==> config.mk <==
export PLATFORM = sky130hd
export DESIGN_NAME = nibble_state_reader
export DESIGN_NICKNAME = d
export VERILOG_FILES = /design/src/rtl/nibble_state_reader.sv
export SDC_FILE = /design/constraint.sdc
export NUM_CORES = 1
export LEC_CHECK = 0
export BUFFER_PORTS_ARGS = -buffer_cell sky130_fd_sc_hd__buf_2
export CAP_MARGIN = 25
export CORE_AREA = 2 2 64 66
export CTS_CLUSTER_DIAMETER = 60
export CTS_CLUSTER_SIZE = 40
export DETAILED_ROUTE_END_ITERATION = 8
export DIE_AREA = 0 0 66 68
export PLACE_DENSITY = 0.87
export SYNTH_ARGS = -nofsm -noshare
export SYNTH_HDL_FRONTEND = slang
export SYNTH_SLANG_ARGS = --single-unit
==> constraint.sdc <==
create_clock -name CLOCK -period 5 [get_ports CLOCK]
set_clock_uncertainty 0.15 [all_clocks]
set_input_delay 1 -clock CLOCK [delete_from_list [all_inputs] [get_ports CLOCK]]
set_output_delay 1 -clock CLOCK [all_outputs]
set_load 0.02 [all_outputs]
==> src/rtl/nibble_state_reader.sv <==
// Read side of the nibble-written state register: detects which half changed
// and queues {sel, nibble} records for a valid/ready consumer.
module nibble_state_reader #(
    parameter int DEPTH = 4
) (
    input  logic                     CLOCK,
    input  logic                     RST_N,
    input  logic [0:7]               STATE_IN,
    input  logic                     OUT_READY,
    input  logic                     CLEAR_OVF,
    output logic                     OUT_VALID,
    output logic                     OUT_SEL,
    output logic [0:3]               OUT_NIBBLE,
    output logic [$clog2(DEPTH):0]   OUT_COUNT,
    output logic                     OVERFLOW
);

    localparam int AW = $clog2(DEPTH);
    localparam int CW = AW + 1;

    logic [4:0]    mem [DEPTH];
    logic [0:7]    prev;
    logic [AW-1:0] wr_ptr;
    logic [AW-1:0] rd_ptr;
    logic [CW-1:0] count;
    logic          valid_q;
    logic          ovf_q;

    logic          hi_chg;
    logic          lo_chg;
    logic          pop;
    logic [CW-1:0] space;
    logic          push_hi;
    logic          push_lo;
    logic          drop;
    logic [CW-1:0] n_push;
    logic [CW-1:0] count_nxt;
    logic [AW-1:0] lo_slot;

    always_comb begin
        hi_chg    = 1'b0;
        lo_chg    = 1'b0;
        pop       = 1'b0;
        space     = '0;
        push_hi   = 1'b0;
        push_lo   = 1'b0;
        drop      = 1'b0;
        n_push    = '0;
        count_nxt = count;
        lo_slot   = wr_ptr;

        hi_chg  = (STATE_IN[0:3] != prev[0:3]);
        lo_chg  = (STATE_IN[4:7] != prev[4:7]);
        pop     = valid_q & OUT_READY;
        // a same-edge pop frees its slot for this edge's pushes
        space   = CW'(DEPTH) - count + CW'(pop);
        push_hi = hi_chg && (space >= CW'(1));
        push_lo = lo_chg && (space >= (hi_chg ? CW'(2) : CW'(1)));
        drop    = (hi_chg && !push_hi) || (lo_chg && !push_lo);
        n_push  = CW'(push_hi) + CW'(push_lo);
        count_nxt = count + n_push - CW'(pop);
        lo_slot = push_hi ? wr_ptr + AW'(1) : wr_ptr;
    end

    always_ff @(posedge CLOCK) begin
        if (!RST_N) begin
            prev    <= 8'h00;
            wr_ptr  <= '0;
            rd_ptr  <= '0;
            count   <= '0;
            valid_q <= 1'b0;
            ovf_q   <= 1'b0;
        end else begin
            prev    <= STATE_IN;
            wr_ptr  <= wr_ptr + AW'(n_push);
            rd_ptr  <= rd_ptr + AW'(pop);
            count   <= count_nxt;
            valid_q <= (count_nxt != '0);
            if (drop)
                ovf_q <= 1'b1;
            else if (CLEAR_OVF)
                ovf_q <= 1'b0;
        end
    end

    always_ff @(posedge CLOCK) begin
        if (RST_N) begin
            if (push_hi)
                mem[wr_ptr] <= {1'b1, STATE_IN[0:3]};
            if (push_lo)
                mem[lo_slot] <= {1'b0, STATE_IN[4:7]};
        end
    end

    // head is masked to zero while empty so reset shows a clean record
    assign OUT_VALID  = valid_q;
    assign OUT_SEL    = valid_q ? mem[rd_ptr][4] : 1'b0;
    assign OUT_NIBBLE = valid_q ? mem[rd_ptr][3:0] : 4'h0;
    assign OUT_COUNT  = count;
    assign OVERFLOW   = ovf_q;

endmodule

==> Word-level counts from Yosys, hierarchy flattened <==
Memory sizes are Yosys's and may differ from the RTL's. A register that Yosys moved wholly into a read port is not among the register bits.
Index checks and enable logic that the tools add are counted.
W data, S select, Z words.
{ "op_classes": {"addsub": 8, "n_lt_le_gt_ge": 2, "n_eq_ne": 2, "muxes": 13, "bitwise_logic": 1, "reduce_logical": 9} }
{ "op_table": {"columns": ["operator", "count"], "rows": [
  ["$mux W1", 9],
  ["$ne A4 B4 Y1", 2],
  ["$mux W2", 3],
  ["$logic_and A1 B1 Y1", 4],
  ["$mux W4", 1],
  ["$add A3 B1 Y3", 1],
  ["$add A3 B2 Y3", 1],
  ["$ge A3 B1 Y1 const B", 1],
  ["$ge A3 B2 Y1", 1],
  ["$reduce_bool A3 Y1", 1],
  ["$sub A3 B1 Y3", 1],
  ["$sub A3 B3 Y3 const A", 1],
  ["$add A1 B1 Y2", 1],
  ["$add A2 B1 Y2", 1],
  ["$add A2 B1 Y2 const B", 1],
  ["$add A2 B2 Y2", 1],
  ["$logic_not A1 Y1", 2],
  ["$reduce_bool A2 Y1", 1],
  ["$and A1 B1 Y1", 1],
  ["$logic_or A1 B1 Y1", 1]
]} }
{ "word_totals": {"register_bits": 17, "ramBits": 20, "inputBits": 12, "output_inout_bits": 10, "wordCells": 42, "mem_count": 1} }
{ "memory_table": {"columns": ["memory", "words", "width", "read_ports", "rd_ports_with_merged_regs", "write_ports", "line", "rtl"], "rows": [
  ["mem", 4, 5, 1, 1, 2, "21", "logic [4:0] mem [DEPTH];"]
]} }

==> Logic depth before layout (Yosys ltp) <==
{ "logic_depth": {"word_depth": 8, "ltp_mapped": 18, "ltp_nobuf": 16} }

==> Least setup slack after synthesis <==
No wires, ideal clock.
{ "synth_path": {"kind": "in2reg", "from": "input STATE_IN[1] in the netlist's numbering", "to": "register valid_q, in the netlist OUT_VALID", "setup_time_ns": 0.120, "arrival_time_ns": 3.977, "required_time_ns": 4.730, "slack_ns": 0.754, "path_stages": 16, "path_buffers": 0, "cell_sequence": "xnor2_1 > nand4_2 > inv_1 > ha_1 > nand2b_1 > a211oi_1 > nor2b_1 > ha_1 > inv_1 > ha_1 > inv_1 > ha_1 > fa_1 > xnor2_1 > xnor2_1 > o31a_1"} }
{ "synth_via": {"elab_chain_cells": 8, "word_cells_on_any_way": 9, "classes_between": "add/sub: 3; order compare: 1; eq/ne: 1; mux: 1; reduce/logical: 3"} }
{ "synth_rtl": {"columns": ["item", "line", "rtl"], "rows": [
  ["start, declared", "8", "input logic [0:7] STATE_IN,"],
  ["$ne A4 B4 Y1 *", "52", "hi_chg = (STATE_IN[0:3] != prev[0:3]);"],
  ["$mux W2", "58", "push_lo = lo_chg && (space >= (hi_chg ? CW'(2) : CW'(1)));"],
  ["$ge A3 B2 Y1", "58", null],
  ["$logic_and A1 B1 Y1", "58", null],
  ["$add A1 B1 Y2 *", "60", "n_push = CW'(push_hi) + CW'(push_lo);"],
  ["$add A3 B2 Y3 *", "61", "count_nxt = count + n_push - CW'(pop);"],
  ["$sub A3 B1 Y3 *", "61", null],
  ["$reduce_bool A3 Y1 *", "78", "valid_q <= (count_nxt != '0);"],
  ["end signal, assigned", "78", null],
  ["end, declared", "26", "logic valid_q;"]
]} }
Mark *: on every way between the ends. The rest lies on a longest branch, timed or not.
A chain may end at the register's enable or synchronous reset.

==> Worst setup path after layout <==
{ "layout_path": {"from": "input STATE_IN[2] in the netlist's numbering", "to": "register valid_q, in the netlist OUT_VALID"} }
The elaborated chain is that of the path after synthesis.

==> flow_metrics.tcl <==
set metrics [dict create \
    die_h_um 68 \
    fin_tns_setup_ns 0 \
    cts_resized 0 \
    gp_congestion 0.8339 \
    synth_xor_area_frac 0.06269 \
    hold_path.class "register to register" \
    seq_power_share 0.307 \
    cp_data_arrival_time_ns 4.43 \
    finalNetCount 223 \
    fmax_ghz 0.2271 \
    crit_fanout 10 \
    clock_path_buffers 2 \
    wire_per_inst_um 15.28 \
    port_buffers 21 \
    grt_pass1_vias 1271 \
    antenna_found_initial 0 \
    relSlewSlack 0.4193 \
    antenna_left 0 \
    rsz0062_at_grt "no" \
    outcome "completed" \
    seq_area_frac_synth 0.4299 \
    final_cell_area_mm2 0.002325 \
    design.core.area_mm2 0.003856 \
    hold_path_depth 2 \
    grt_use_total 0.1945 \
    dr.first_iter.drc_count 67 \
    via_per_inst 5.668 \
    p_leak_nw 0.9698 \
    dp.final_hpwl_um 2887 \
    r2r_end "OUT_VALID$_SDFF_PN0_" \
    syn_area_mm2 0.002096 \
    combPwrFrac 0.541 \
    rr_startpoint "prev[2]$_SDFF_PN0_" \
    placed_cells 239 \
    grt_max_degree 28 \
    critPathCaptureType "register" \
    synth_compound_area_frac 0.1606 \
    start_kind "input port" \
    hold-path-endpoint "mem[3][4]$_SDFFE_PP0P_" \
    grt_pass1_wl_um 6368 \
    synth_top_family_by_area "compound AO/OA/AOI/OAI gates" \
    syn_avg_cell_area_um2 11.77 \
    final_util 0.6029 \
    syn_to_final_growth_pct 10.93 \
    overflow 0 \
    instances_no_fill 247 \
    ios 22 \
    h-tree-depth 2 \
    clockPowerShare 0.152 \
    ys.flop_type "dfxtp_1" \
    peakVddDrop_uv 436.7 \
    antenna_cells 0 \
    muxShareOfSynthArea 0.06806 \
    hold_viol 0 \
    synth_edf_count 16 \
    slew_violations 0 \
    synth_adder_area_share 0.09313 \
    rrSetupSlack_ns 1.08 \
    drt-total-wl_um 3773 \
    finalSetupViolations 0 \
    clock_latency_ns 0.29 \
    die_area_mm2 0.004488 \
    setup.worst_path.class "input port to register" \
    p_sw_frac 0.3832 \
    die_x_um 66 \
    hold_buffers 0 \
    tightest_slew_ns 0.8678 \
    p_int_mw 1.014 \
    drive_gt1_frac 0.2741 \
    yosys.cell_types.count 39 \
    cts_setup_buffers 0 \
    rr_worst_depth 16 \
    yosys.area.top_type "edfxtp_1" \
    clkSinkCount 37 \
    placementRows 23 \
    min_from "mem[3][4]$_SDFFE_PP0P_" \
    start_util 0.5435 \
    cts_buffers 5 \
    drc 0 \
    p_sw_mw 0.6299 \
    drv_cap 0 \
    synthSimpleGateAreaFrac 0.1421 \
    fillers 314 \
    root_buffer "clkbuf_8" \
    async_flop_share 0 \
    period_minus_slack_ns 4.403 \
    synth_area_leaders "edfxtp_1, dfxtp_1, ha_1" \
    cts_tree "done" \
    syn_nets 205 \
    required_ns 5.03 \
    firstDrtPassIters 4 \
    ys_ff_latch 37 \
    synthCells 178 \
    placed_area_mm2 0.002217 \
    powerDensity_mw_per_mm2 707.1 \
    synth_top_area_share 0.2293 \
    path_clk_slew_ns 0.07 \
    period_share 0.8805 \
    vias 1400 \
    yosys_warnings 0 \
]
[per-stage QoR]
step | total power [mW] | hold slack, ns | worst slack [ns]
after floorplan | 1.234 | 0.2815 | 0.7537
after global placement | 1.374 | 0.2976 | 0.3717
after detailed placement | 1.405 | 0.3096 | 0.2691
after CTS | 1.654 | 0.3243 | 0.5778
after global routing | 1.780 | 0.3539 | 0.2704
final | 1.644 | 0.3205 | 0.5973
[sequential cells by signal, summed over array words and instances (netlist names)]
name,flops
mem,20
prev,8
OUT_COUNT,3
rd_ptr,2
wr_ptr,2
OUT_VALID,1
OVERFLOW,1
[layout make-up]
cell class                 count  area [um2]  area share
timing repair buffer          21       105.1     0.04521
inverter                      12       45.04     0.01938
tap                           50       62.56     0.02691
clock buffer                   6       72.57     0.03122
multi-input combinational    119        1104      0.4747
sequential                    37       900.9      0.3875
clock inverter                 2       35.03     0.01507
[routing by layer]
layer  global-route usage  vias to the layer above  share of wire
met5                    0                        -              0
met4              0.09184                        0          0.021
met3              0.04934                        7          0.050
met2               0.2917                       47           0.47
met1               0.2653                      662           0.46
li1                     -                      684              -
[synth_stat cells, types with 2 or more instances]
library cell / instances
mux4_2: 5
xor2_1: 2
clkbuf_1: 8
mux2_4: 2
nand3_1: 2
xnor2_1: 13
a31oi_1: 5
nor2_1: 5
ha_1: 14
inv_1: 12
a22o_2: 6
nand2_1: 3
edfxtp_1: 16
o211a_1: 2
and3_1: 2
a31o_2: 4
and2_1: 20
a22o_1: 8
a21oi_4: 3
nor2b_1: 3
or3_4: 2
dfxtp_1: 21
o211ai_1: 4
[how the worst max path moves through the flow]
stage,cells past startpoint,end,from,slack [ns]
after global routing,17,OUT_VALID$_SDFF_PN0_,STATE_IN[2],0.27
after CTS,17,OUT_VALID$_SDFF_PN0_,STATE_IN[0],0.58
after detailed placement,17,OUT_VALID$_SDFF_PN0_,STATE_IN[0],0.27
final,17,OUT_VALID$_SDFF_PN0_,STATE_IN[2],0.60
after global placement,17,OUT_VALID$_SDFF_PN0_,STATE_IN[2],0.37
after floorplan,16,OUT_VALID$_SDFF_PN0_,STATE_IN[1],0.75
[power by group through the flow]
stage	clock network (mW)	registers, mW	logic, mW
floorplan	0	0.505	0.729
global placement	0	0.509	0.865
detailed placement	0	0.514	0.891
CTS	0.255	0.507	0.892
global route	0.269	0.520	0.992
finish	0.250	0.504	0.890
[critical path, cell delays in order]
cell,delay (ns)
buf_2,0.11
xnor2_1,0.22
nand4_2,0.18
inv_1,0.26
ha_1,0.28
nand2b_1,0.14
a211oi_1,0.39
nor2b_1,0.12
ha_1,0.31
inv_1,0.05
ha_1,0.26
inv_1,0.04
ha_1,0.18
fa_1,0.38
xnor2_1,0.19
xnor2_1,0.10
o31a_1,0.24
[placed cells by master (no fill, tap or decap), types with 3 or more instances in the layout]
| master | Yosys | final |
|---|---|---|
| dfxtp_1 | 21 | 21 |
| buf_2 | 1 | 21 |
| and2_1 | 20 | 20 |
| edfxtp_1 | 16 | 16 |
| ha_1 | 14 | 14 |
| xnor2_1 | 13 | 13 |
| inv_1 | 12 | 12 |
| a22o_1 | 8 | 8 |
| a22o_2 | 6 | 6 |
| nor2_1 | 5 | 5 |
| a31oi_1 | 5 | 5 |
| mux4_2 | 5 | 5 |
| clkbuf_8 | 0 | 5 |
| o211ai_1 | 4 | 4 |
| a31o_2 | 4 | 4 |
| nand2_1 | 3 | 3 |
| nor2b_1 | 3 | 3 |
| a21oi_4 | 3 | 3 |
[cells by family after synthesis]
group,count (synthesis)
muxes,7
buffers and inverters,22
AOI/OAI and AO/OA,37
DFF,37
adders and majority gates,15
xor gates and xnor gates,15
and+or+nand+nor,45
No activity file was read; power rests on OpenSTA's default activity.
